**config.mk**
```make
export PLATFORM = sky130hd
export DESIGN_NAME = fifo_write_arbiter_flat
export DESIGN_NICKNAME = d
export VERILOG_FILES = /design/src/rtl/fifo_write_arbiter_if.sv /design/src/rtl/fifo_write_arbiter.sv /design/src/flat_wrapper.sv
export SDC_FILE = /design/constraint.sdc
export NUM_CORES = 1
export LEC_CHECK = 0
export CORE_MARGIN = 5
export CORE_UTILIZATION = 30
export CTS_CLUSTER_SIZE = 28
export DETAILED_ROUTE_END_ITERATION = 10
export DONT_BUFFER_PORTS = 1
export PLACE_DENSITY = 0.54
export SETUP_SLACK_MARGIN = 0.02
export SYNTH_ARGS = -nofsm -noshare
export SYNTH_HDL_FRONTEND = slang
export SYNTH_SLANG_ARGS = --single-unit
```
**constraint.sdc**
```tcl
create_clock -name clk -period 4 [get_ports clk]
set_input_delay 0.2 -clock clk [delete_from_list [all_inputs] [get_ports clk]]
set_output_delay 0.2 -clock clk [all_outputs]
set_load 0.05 [all_outputs]
```
**src/rtl/fifo_write_arbiter_if.sv**
```systemverilog
// Write-side bundle shared by the requesters, the arbiter and the FIFO write port.
// slave = arbiter side, master = requester/FIFO side.
interface fifo_write_arbiter_if #(
   parameter int NUM_REQ = 4,
   parameter int DATA_W  = 8
);
   logic [NUM_REQ-1:0]        req;
   logic [NUM_REQ*DATA_W-1:0] req_data;
   logic                      fifo_full;
   logic [NUM_REQ-1:0]        gnt;
   logic                      fifo_write_en;
   logic [DATA_W-1:0]         fifo_write_data;
   logic                      locked;
   logic [15:0]               beat_total;

   modport master (
      output req, req_data, fifo_full,
      input  gnt, fifo_write_en, fifo_write_data, locked, beat_total
   );

   modport slave (
      input  req, req_data, fifo_full,
      output gnt, fifo_write_en, fifo_write_data, locked, beat_total
   );
endinterface

```
**src/rtl/fifo_write_arbiter.sv**
```systemverilog
// Round-robin arbiter funnelling NUM_REQ requesters into one FIFO write port.
// Define FIFO_ARB_BURST_LOCK_EN to let a winner keep the port for up to MAX_BURST beats.
module fifo_write_arbiter #(
   parameter int NUM_REQ   = 4,
   parameter int DATA_W    = 8,
   parameter int MAX_BURST = 4
) (
   input  logic                 clk,
   input  logic                 rst_n,
   fifo_write_arbiter_if.slave  bus
);
   localparam int PTR_W = $clog2(NUM_REQ);
   typedef logic [PTR_W-1:0] idx_t;

   // Only the 4-requester, 1..15 beat configuration is supported.
   if (NUM_REQ != 4 || MAX_BURST < 1 || MAX_BURST > 15) begin : g_unsupported_config
   end

   idx_t               rr_ptr_q, rr_ptr_d;
   logic [15:0]        beat_total_q, beat_total_d;
   logic [NUM_REQ-1:0] gnt_raw;
   logic [NUM_REQ-1:0] gnt;
   logic [DATA_W-1:0]  write_data;
   idx_t               winner;
   logic               winner_valid;
   idx_t               scan_idx;

   always_comb begin
      winner       = rr_ptr_q;
      winner_valid = 1'b0;
      scan_idx     = '0;
      for (int k = 0; k < NUM_REQ; k++) begin
         scan_idx = rr_ptr_q + idx_t'(k);
         if (!winner_valid && bus.req[scan_idx]) begin
            winner       = scan_idx;
            winner_valid = 1'b1;
         end
      end
   end

`ifdef FIFO_ARB_BURST_LOCK_EN
   typedef enum logic {IDLE, BURST} state_t;
   localparam logic [3:0] MAX_BURST_C = 4'(MAX_BURST);

   state_t     state_q, state_d;
   idx_t       owner_q, owner_d;
   logic [3:0] beat_cnt_q, beat_cnt_d;

   always_comb begin
      state_d    = state_q;
      owner_d    = owner_q;
      beat_cnt_d = beat_cnt_q;
      rr_ptr_d   = rr_ptr_q;
      gnt_raw    = '0;
      case (state_q)
         IDLE: begin
            if (winner_valid && !bus.fifo_full) begin
               gnt_raw[winner] = 1'b1;
               if (MAX_BURST > 1) begin
                  owner_d    = winner;
                  beat_cnt_d = 4'd1;
                  state_d    = BURST;
               end else begin
                  rr_ptr_d = winner + idx_t'(1);
               end
            end
         end
         BURST: begin
            // A full FIFO freezes the burst; a dropped owner request ends it with a bubble.
            if (!bus.fifo_full) begin
               if (bus.req[owner_q]) begin
                  gnt_raw[owner_q] = 1'b1;
                  beat_cnt_d       = beat_cnt_q + 4'd1;
                  if (beat_cnt_q + 4'd1 == MAX_BURST_C) begin
                     rr_ptr_d   = owner_q + idx_t'(1);
                     beat_cnt_d = '0;
                     state_d    = IDLE;
                  end
               end else begin
                  rr_ptr_d   = owner_q + idx_t'(1);
                  beat_cnt_d = '0;
                  state_d    = IDLE;
               end
            end
         end
         default: state_d = IDLE;
      endcase
   end

   always_ff @(posedge clk or negedge rst_n) begin
      if (!rst_n) begin
         state_q    <= IDLE;
         owner_q    <= '0;
         beat_cnt_q <= '0;
      end else begin
         state_q    <= state_d;
         owner_q    <= owner_d;
         beat_cnt_q <= beat_cnt_d;
      end
   end

   assign bus.locked = (state_q == BURST);
`else
   always_comb begin
      rr_ptr_d = rr_ptr_q;
      gnt_raw  = '0;
      if (winner_valid && !bus.fifo_full) begin
         gnt_raw[winner] = 1'b1;
         rr_ptr_d        = winner + idx_t'(1);
      end
   end

   assign bus.locked = 1'b0;
`endif

   // Grants are combinational, so they must be forced low while reset is held.
   assign gnt = gnt_raw & {NUM_REQ{rst_n}};

   always_comb begin
      write_data = '0;
      for (int i = 0; i < NUM_REQ; i++) begin
         if (gnt[i]) begin
            write_data = bus.req_data[i*DATA_W +: DATA_W];
         end
      end
   end

   assign beat_total_d = beat_total_q + {15'd0, |gnt};

   always_ff @(posedge clk or negedge rst_n) begin
      if (!rst_n) begin
         rr_ptr_q     <= '0;
         beat_total_q <= '0;
      end else begin
         rr_ptr_q     <= rr_ptr_d;
         beat_total_q <= beat_total_d;
      end
   end

   assign bus.gnt             = gnt;
   assign bus.fifo_write_en   = |gnt;
   assign bus.fifo_write_data = write_data;
   assign bus.beat_total      = beat_total_q;
endmodule

```
**src/flat_wrapper.sv**
```systemverilog
// flat-port wrapper written by rule: the top's interface ports become plain ports
module fifo_write_arbiter_flat 
#(
   parameter int NUM_REQ   = 4,
   parameter int DATA_W    = 8,
   parameter int MAX_BURST = 4
)
  (clk, rst_n, bus_req, bus_req_data, bus_fifo_full, bus_gnt, bus_fifo_write_en, bus_fifo_write_data, bus_locked, bus_beat_total);
  fifo_write_arbiter_if #(.NUM_REQ(NUM_REQ), .DATA_W(DATA_W)) bus_i ();
  input  logic clk;
  input  logic rst_n;
  input wire logic [$bits(bus_i.req)-1:0] bus_req;
  input wire logic [$bits(bus_i.req_data)-1:0] bus_req_data;
  input wire logic [$bits(bus_i.fifo_full)-1:0] bus_fifo_full;
  output wire logic [$bits(bus_i.gnt)-1:0] bus_gnt;
  output wire logic [$bits(bus_i.fifo_write_en)-1:0] bus_fifo_write_en;
  output wire logic [$bits(bus_i.fifo_write_data)-1:0] bus_fifo_write_data;
  output wire logic [$bits(bus_i.locked)-1:0] bus_locked;
  output wire logic [$bits(bus_i.beat_total)-1:0] bus_beat_total;
  assign bus_i.req = bus_req;
  assign bus_i.req_data = bus_req_data;
  assign bus_i.fifo_full = bus_fifo_full;
  assign bus_gnt = bus_i.gnt;
  assign bus_fifo_write_en = bus_i.fifo_write_en;
  assign bus_fifo_write_data = bus_i.fifo_write_data;
  assign bus_locked = bus_i.locked;
  assign bus_beat_total = bus_i.beat_total;
  fifo_write_arbiter #(.NUM_REQ(NUM_REQ), .DATA_W(DATA_W), .MAX_BURST(MAX_BURST)) u_core (.clk(clk), .rst_n(rst_n), .bus(bus_i));
endmodule
```
==> results.cfg, run 1 <==
[run_status]
outcome = completed

[placement]
port_buffers = 0
place_congestion = 0.7997
dp_hpwl_um = 2218
dp_cells = 171

[detailed_routing]
first_pass_iters = 4
ant_nets = 0
vias = 943
drt-total-wl_um = 2812
wl_per_cell_um = 16.07
drc_errors = 0
post_drt_via_cell_ratio = 5.389
drtIter0Drc = 41

[grt]
grt_pass1_vias = 911
grt_max_degree = 20
grt_overflow = 0
grt_use_total_pct = 10.19
grt_pass1_wl_um = 4326
antenna_found_initial = 0

[synthesis]
synthDistinctLibCells = 36
synth-compound-area-share_pct = 10.77
synth_top_area_share_pct = 36.92
synth_xor_area_share_pct = 10.05
yosys.area_share.simple_pct = 19.49
synth_area_mm2 = 0.001220
synth_mux_area_share_pct = 13.13
netlist_instances = 127
synth_warnings = 0
ys_ff_latch = 18
ys_top_cells_by_area = dfrtp_1 37%, mux2i_1 13%, xnor2_1 6.5%
synth_top_family_by_area = simple AND/OR/NAND/NOR gates
syn_area_per_cell_um2 = 9.606
syn_nets = 169
yosysSeqAreaShare_pct = 36.92
synth_top_area_cell = dfrtp_1
synthAdderAreaFrac_pct = 3.077

[clocking]
clockBufferDepth = 2
path_clk_slew_ps = 60
cts_resized = 0
cts_tree = yes
cts_hold_buf = 1
cts_root_buf = clkbuf_8
numCtsBuffers = 3
clk_latency_ps = 250
htree_levels = 1
cts_setup_buffers = 0
clock-sinks = 18

[floorplan]
rows = 23
die_width_um = 73.77
design.portCount = 69
core_area_mm2 = 0.003971
die_h_um = 73.77
initial_utilization_pct = 30.72
dieArea_mm2 = 0.005442

[worst_setup_path]
crit_type = register to output pin
critPathBufInv = 0
cp_common_cell = o22ai_1
crit_required_ps = 3800
critPathArrivalTime_ps = 2540
crit_family = compound AO/OA/AOI/OAI gates
slowest_delay_ps = 920
cp-end-kind = output pin
cp_cell_sequence = nor2_1 -> a221o_1 -> o22ai_1 -> nand2_1 -> o22ai_1
crit_fanout = 10
start_kind = register
critical_path.slowest_cell = o22ai_1

[finish]
drive_above_1_share_pct = 4.800
utilization_pct = 31.85
layoutNonFillerInstCount = 175
nets = 169
antenna_cells = 0
syn_to_final_growth_pct = 3.692
mostFrequentLayoutCell = dfrtp_1
layout_common_cells = 18 x dfrtp_1, 16 x mux2i_1, 15 x nor2_1

[sta]
rsz0062_at_grt = no
fin_crit_sh_pct = 68.43
fmax_ghz = 0.3653
finalHoldViolCount = 0
min_period_ps = 2737
finalSetupTns_ps = 0
worstMarginPinSlew_ps = 1105
setup_viol = 0
drv_slew = 0
relSlewSlack_pct = 27.40
worst_clock_skew_ps = 2.175

[power]
power.leakage_nw = 0.5691
p_per_area_mw_per_mm2 = 561.0
vdd_ir_drop_max_v = 0.0001590

[min_path]
min_path_type = input pin to register

[run]
drv_cap = 0
==> sequential cells by signal (all words and copies together), names as in the netlist <==
signal / count
u_core.bus.beat_total: 16
u_core.rr_ptr_q: 2
==> final cells by class <==
class | instances | area (µm²)
sequential | 18 | 450.4
fill | 414 | 2706
multi-input combinational | 101 | 693.2
tap | 50 | 62.56
clock buffer | 3 | 41.29
timing repair buffer | 1 | 10.01
inverter | 2 | 7.507
==> per-layer routing <==
metal | up-vias | global-route usage (%) | share of wire (%)
met3 | 4 | 3.010 | 6.8
met2 | 37 | 17.22 | 53
met5 | - | 0 | 0
met4 | 0 | 5.231 | 1.5
li1 | 448 | - | -
met1 | 454 | 11.49 | 39
==> final timing paths <==
check / cells after the start / end / slack (ps) / start
max: 5 / bus_fifo_write_data[7] / 1260 / u_core.rr_ptr_q[1]
min: 2 / u_core.rr_ptr_q[1] / 120 / bus_fifo_full
max reg2reg: 7 / u_core.bus.beat_total[10] / 1880 / u_core.bus.beat_total[0]
min reg2reg: 2 / u_core.rr_ptr_q[0] / 560 / u_core.rr_ptr_q[0]
max in group asynchronous: 1 / u_core.bus.beat_total[15] / 3010 / rst_n
min in group asynchronous: 1 / u_core.bus.beat_total[4] / 490 / rst_n
==> worst register-to-register path, cell delays in order, from the launching register on <==
cell and delay [ps]:
dfrtp_1 680, ha_1 270, ha_1 210, nand2_1 60, or2_2 340, nor2_1 160, nand3_1 110, xnor2_1 160
==> synth_stat cells (all sizes together) <==
cell	count
or2	1
ha	3
dfrtp	18
nor4	1
nand3	8
nor3b	1
nand4	2
xor2	5
a21oi	3
and4	2
o21ai	3
inv	2
and2	1
a31oi	1
a311o	1
and3	1
a221o	1
mux2i	16
conb	1
nor2	15
o22ai	9
o31ai	1
a21o	1
nand2b	1
nor3	1
or2b	1
nand2	9
and2b	2
nor2b	1
xnor2	9
buf	6
==> power by group <==
part           switching [mW]  total [mW]  internal [mW]
Clock                  0.0561       0.123         0.0667
Combinational           0.142       0.222         0.0798
Sequential              0.151       0.365          0.214
Total                   0.349       0.710          0.360
==> stage by stage <==
stage	area, µm²	setup slack [ps]	hold WS (ps)	total power, mW
2_1_floorplan	1220	1544	-95.59	0.5888
3_3_place_gp	1214	1548	-95.06	0.5819
3_5_place_dp	1214	1507	-95.08	0.5886
4_1_cts	1265	1247	118.9	0.7173
5_1_grt	1265	1028	128.9	0.7475
6_report	1265	1263	117.4	0.7097
==> cells by family after synthesis <==
kind of cell             Yosys count
AO/OA/AOI/OAI                     20
XOR/XNOR                          14
adder cells (fa/ha/maj)            3
buffers and inverters              8
flip-flops                        18
multiplexers                      16
other                              1
AND/OR/NAND/NOR                   47
Note: power is estimated with default switching activity, not from simulation.
==> run 2, diff against run 1 <==
Clock period 4 ns to 2.85 ns, I/O delays scaled along.
==> run 2 against run 1 <==
Total power up 50%. Combinational power up 120%. Core utilization grew 3.0 points. Routed wire length rose by 7.3%. Critical path depth up 1. Non-clock buffer count increased by 16. Worst hold slack got worse by 61 ps. Largest cell class unchanged. Global-route usage rose by 0.69 points. Critical endpoint is now bus_fifo_write_data[3].
==> results.cfg, run 2 (synthesized netlist as in run 1, its figures left out) <==
[run_status]
outcome = completed

[placement]
dp_hpwl_um = 2402
dp_cells = 187
place_congestion = 0.8166
placed_area_mm2 = 0.001334
dp_slack_ps = 874.2
port_buffers = 0

[clocking]
numCtsBuffers = 3
cts_hold_buf = 1
clock-sinks = 18
path_clk_slew_ps = 60
clockBufferDepth = 2
htree_levels = 1
cts_setup_buffers = 0
cts_root_buf = clkbuf_8
cts_tree = yes
clk_latency_ps = 250
cts_resized = 0

[worst_setup_path]
crit_required_ps = 2710
crit_type = register to output pin
critPathArrivalTime_ps = 2100
cp-end-kind = output pin
crit_fanout = 10
start_kind = register

[finish]
antenna_cells = 0
layoutNonFillerInstCount = 191
syn_to_final_growth_pct = 13.54
n_fill_cell = 390
fin_area_mm2 = 0.001385
mostFrequentLayoutCell = dfrtp_1
layout_common_cells = 18 x dfrtp_1, 16 x mux2i_1, 16 x buf_4, 15 x nor2_1
seqCellArea_um2 = 450.4
nets = 185
multi_input_area_um2 = 693.2
drive_above_1_share_pct = 15.60
largest_reg_flops = 16

[sta]
fin_crit_sh_pct = 78.85
rsz0062_at_grt = no
min_period_ps = 2247
worst_slack_ps = 602.9
finalHoldViolCount = 0
finalSetupTns_ps = 0
drv_slew = 0
setup_viol = 0
worstMarginPinSlew_ps = 792.1
worst_clock_skew_ps = 0.7929
fmax_ghz = 0.4450
relSlewSlack_pct = 47.02
timing.hold.ws_ps = 56.12

[grt]
antenna_found_initial = 0
grt_pass1_vias = 1024
grt_overflow = 0
grt_pass1_wl_um = 4747
grt_use_total_pct = 10.88
grt_max_degree = 20

[power]
vdd_ir_drop_max_v = 0.0002196
p_per_area_mw_per_mm2 = 768.8
power.leakage_nw = 0.6528

[floorplan]
core_area_mm2 = 0.003971
design.portCount = 69
dieArea_mm2 = 0.005442
rows = 23
die_width_um = 73.77
initial_utilization_pct = 30.72
die_h_um = 73.77

[detailed_routing]
ant_nets = 0
vias = 1001
first_pass_iters = 4
drc_errors = 0
post_drt_via_cell_ratio = 5.241
drtIter0Drc = 58
drt-total-wl_um = 3018
wl_per_cell_um = 15.80

[run]
drv_cap = 0

[min_path]
min_path_type = input pin to register
==> run 2: through the flow <==
stage | utilization, % | power, mW
after detailed placement | 33.59 | 0.8967
after global routing | 34.88 | 1.126
final | 34.88 | 1.065
after global placement | 33.59 | 0.8823
after CTS | 34.88 | 1.078
after floorplan | - | 0.8264
==> run 2: path summary, 6_finish.rpt <==
kind                                     startpoint                         to  slack [ps]  depth (start not counted)
max                              u_core.rr_ptr_q[0]     bus_fifo_write_data[3]         600                          6
min                                   bus_fifo_full         u_core.rr_ptr_q[1]          60                          2
max reg2reg                u_core.bus.beat_total[4]  u_core.bus.beat_total[10]         990                          5
min reg2reg                      u_core.rr_ptr_q[0]         u_core.rr_ptr_q[0]         580                          2
max in group asynchronous                     rst_n   u_core.bus.beat_total[0]        1940                          1
min in group asynchronous                     rst_n   u_core.bus.beat_total[9]         420                          1
==> run 2: critical path, stage by stage (launching register included) <==
cell and delay (ps):
dfrtp_1 370, and2b_1 240, a221o_1 270, o22ai_1 240, nand2b_1 370, o22ai_1 160
buf_4 210
==> run 2: layout make-up <==
cell class / count / share of cell area, %
clock buffer: 3 / 2.981
inverter: 2 / 0.5420
multi-input combinational: 101 / 50.05
sequential: 18 / 32.52
tap: 50 / 4.517
timing repair buffer: 17 / 9.395
==> run 2: per-layer routing <==
metal	part of all wire, %	vias to the layer above	GRT usage [%]
li1	-	484	-
met1	38	475	12.62
met2	54	38	18.80
met3	7.6	4	3.010
met4	1.2	0	4.225
met5	0	-	0
==> run 2: power breakdown <==
part / leakage (nW) / internal [mW] / switching, mW
registers: 0.237 / 0.302 / 0.111
logic: 0.394 / 0.167 / 0.314
clock network: 0.0216 / 0.0937 / 0.0772
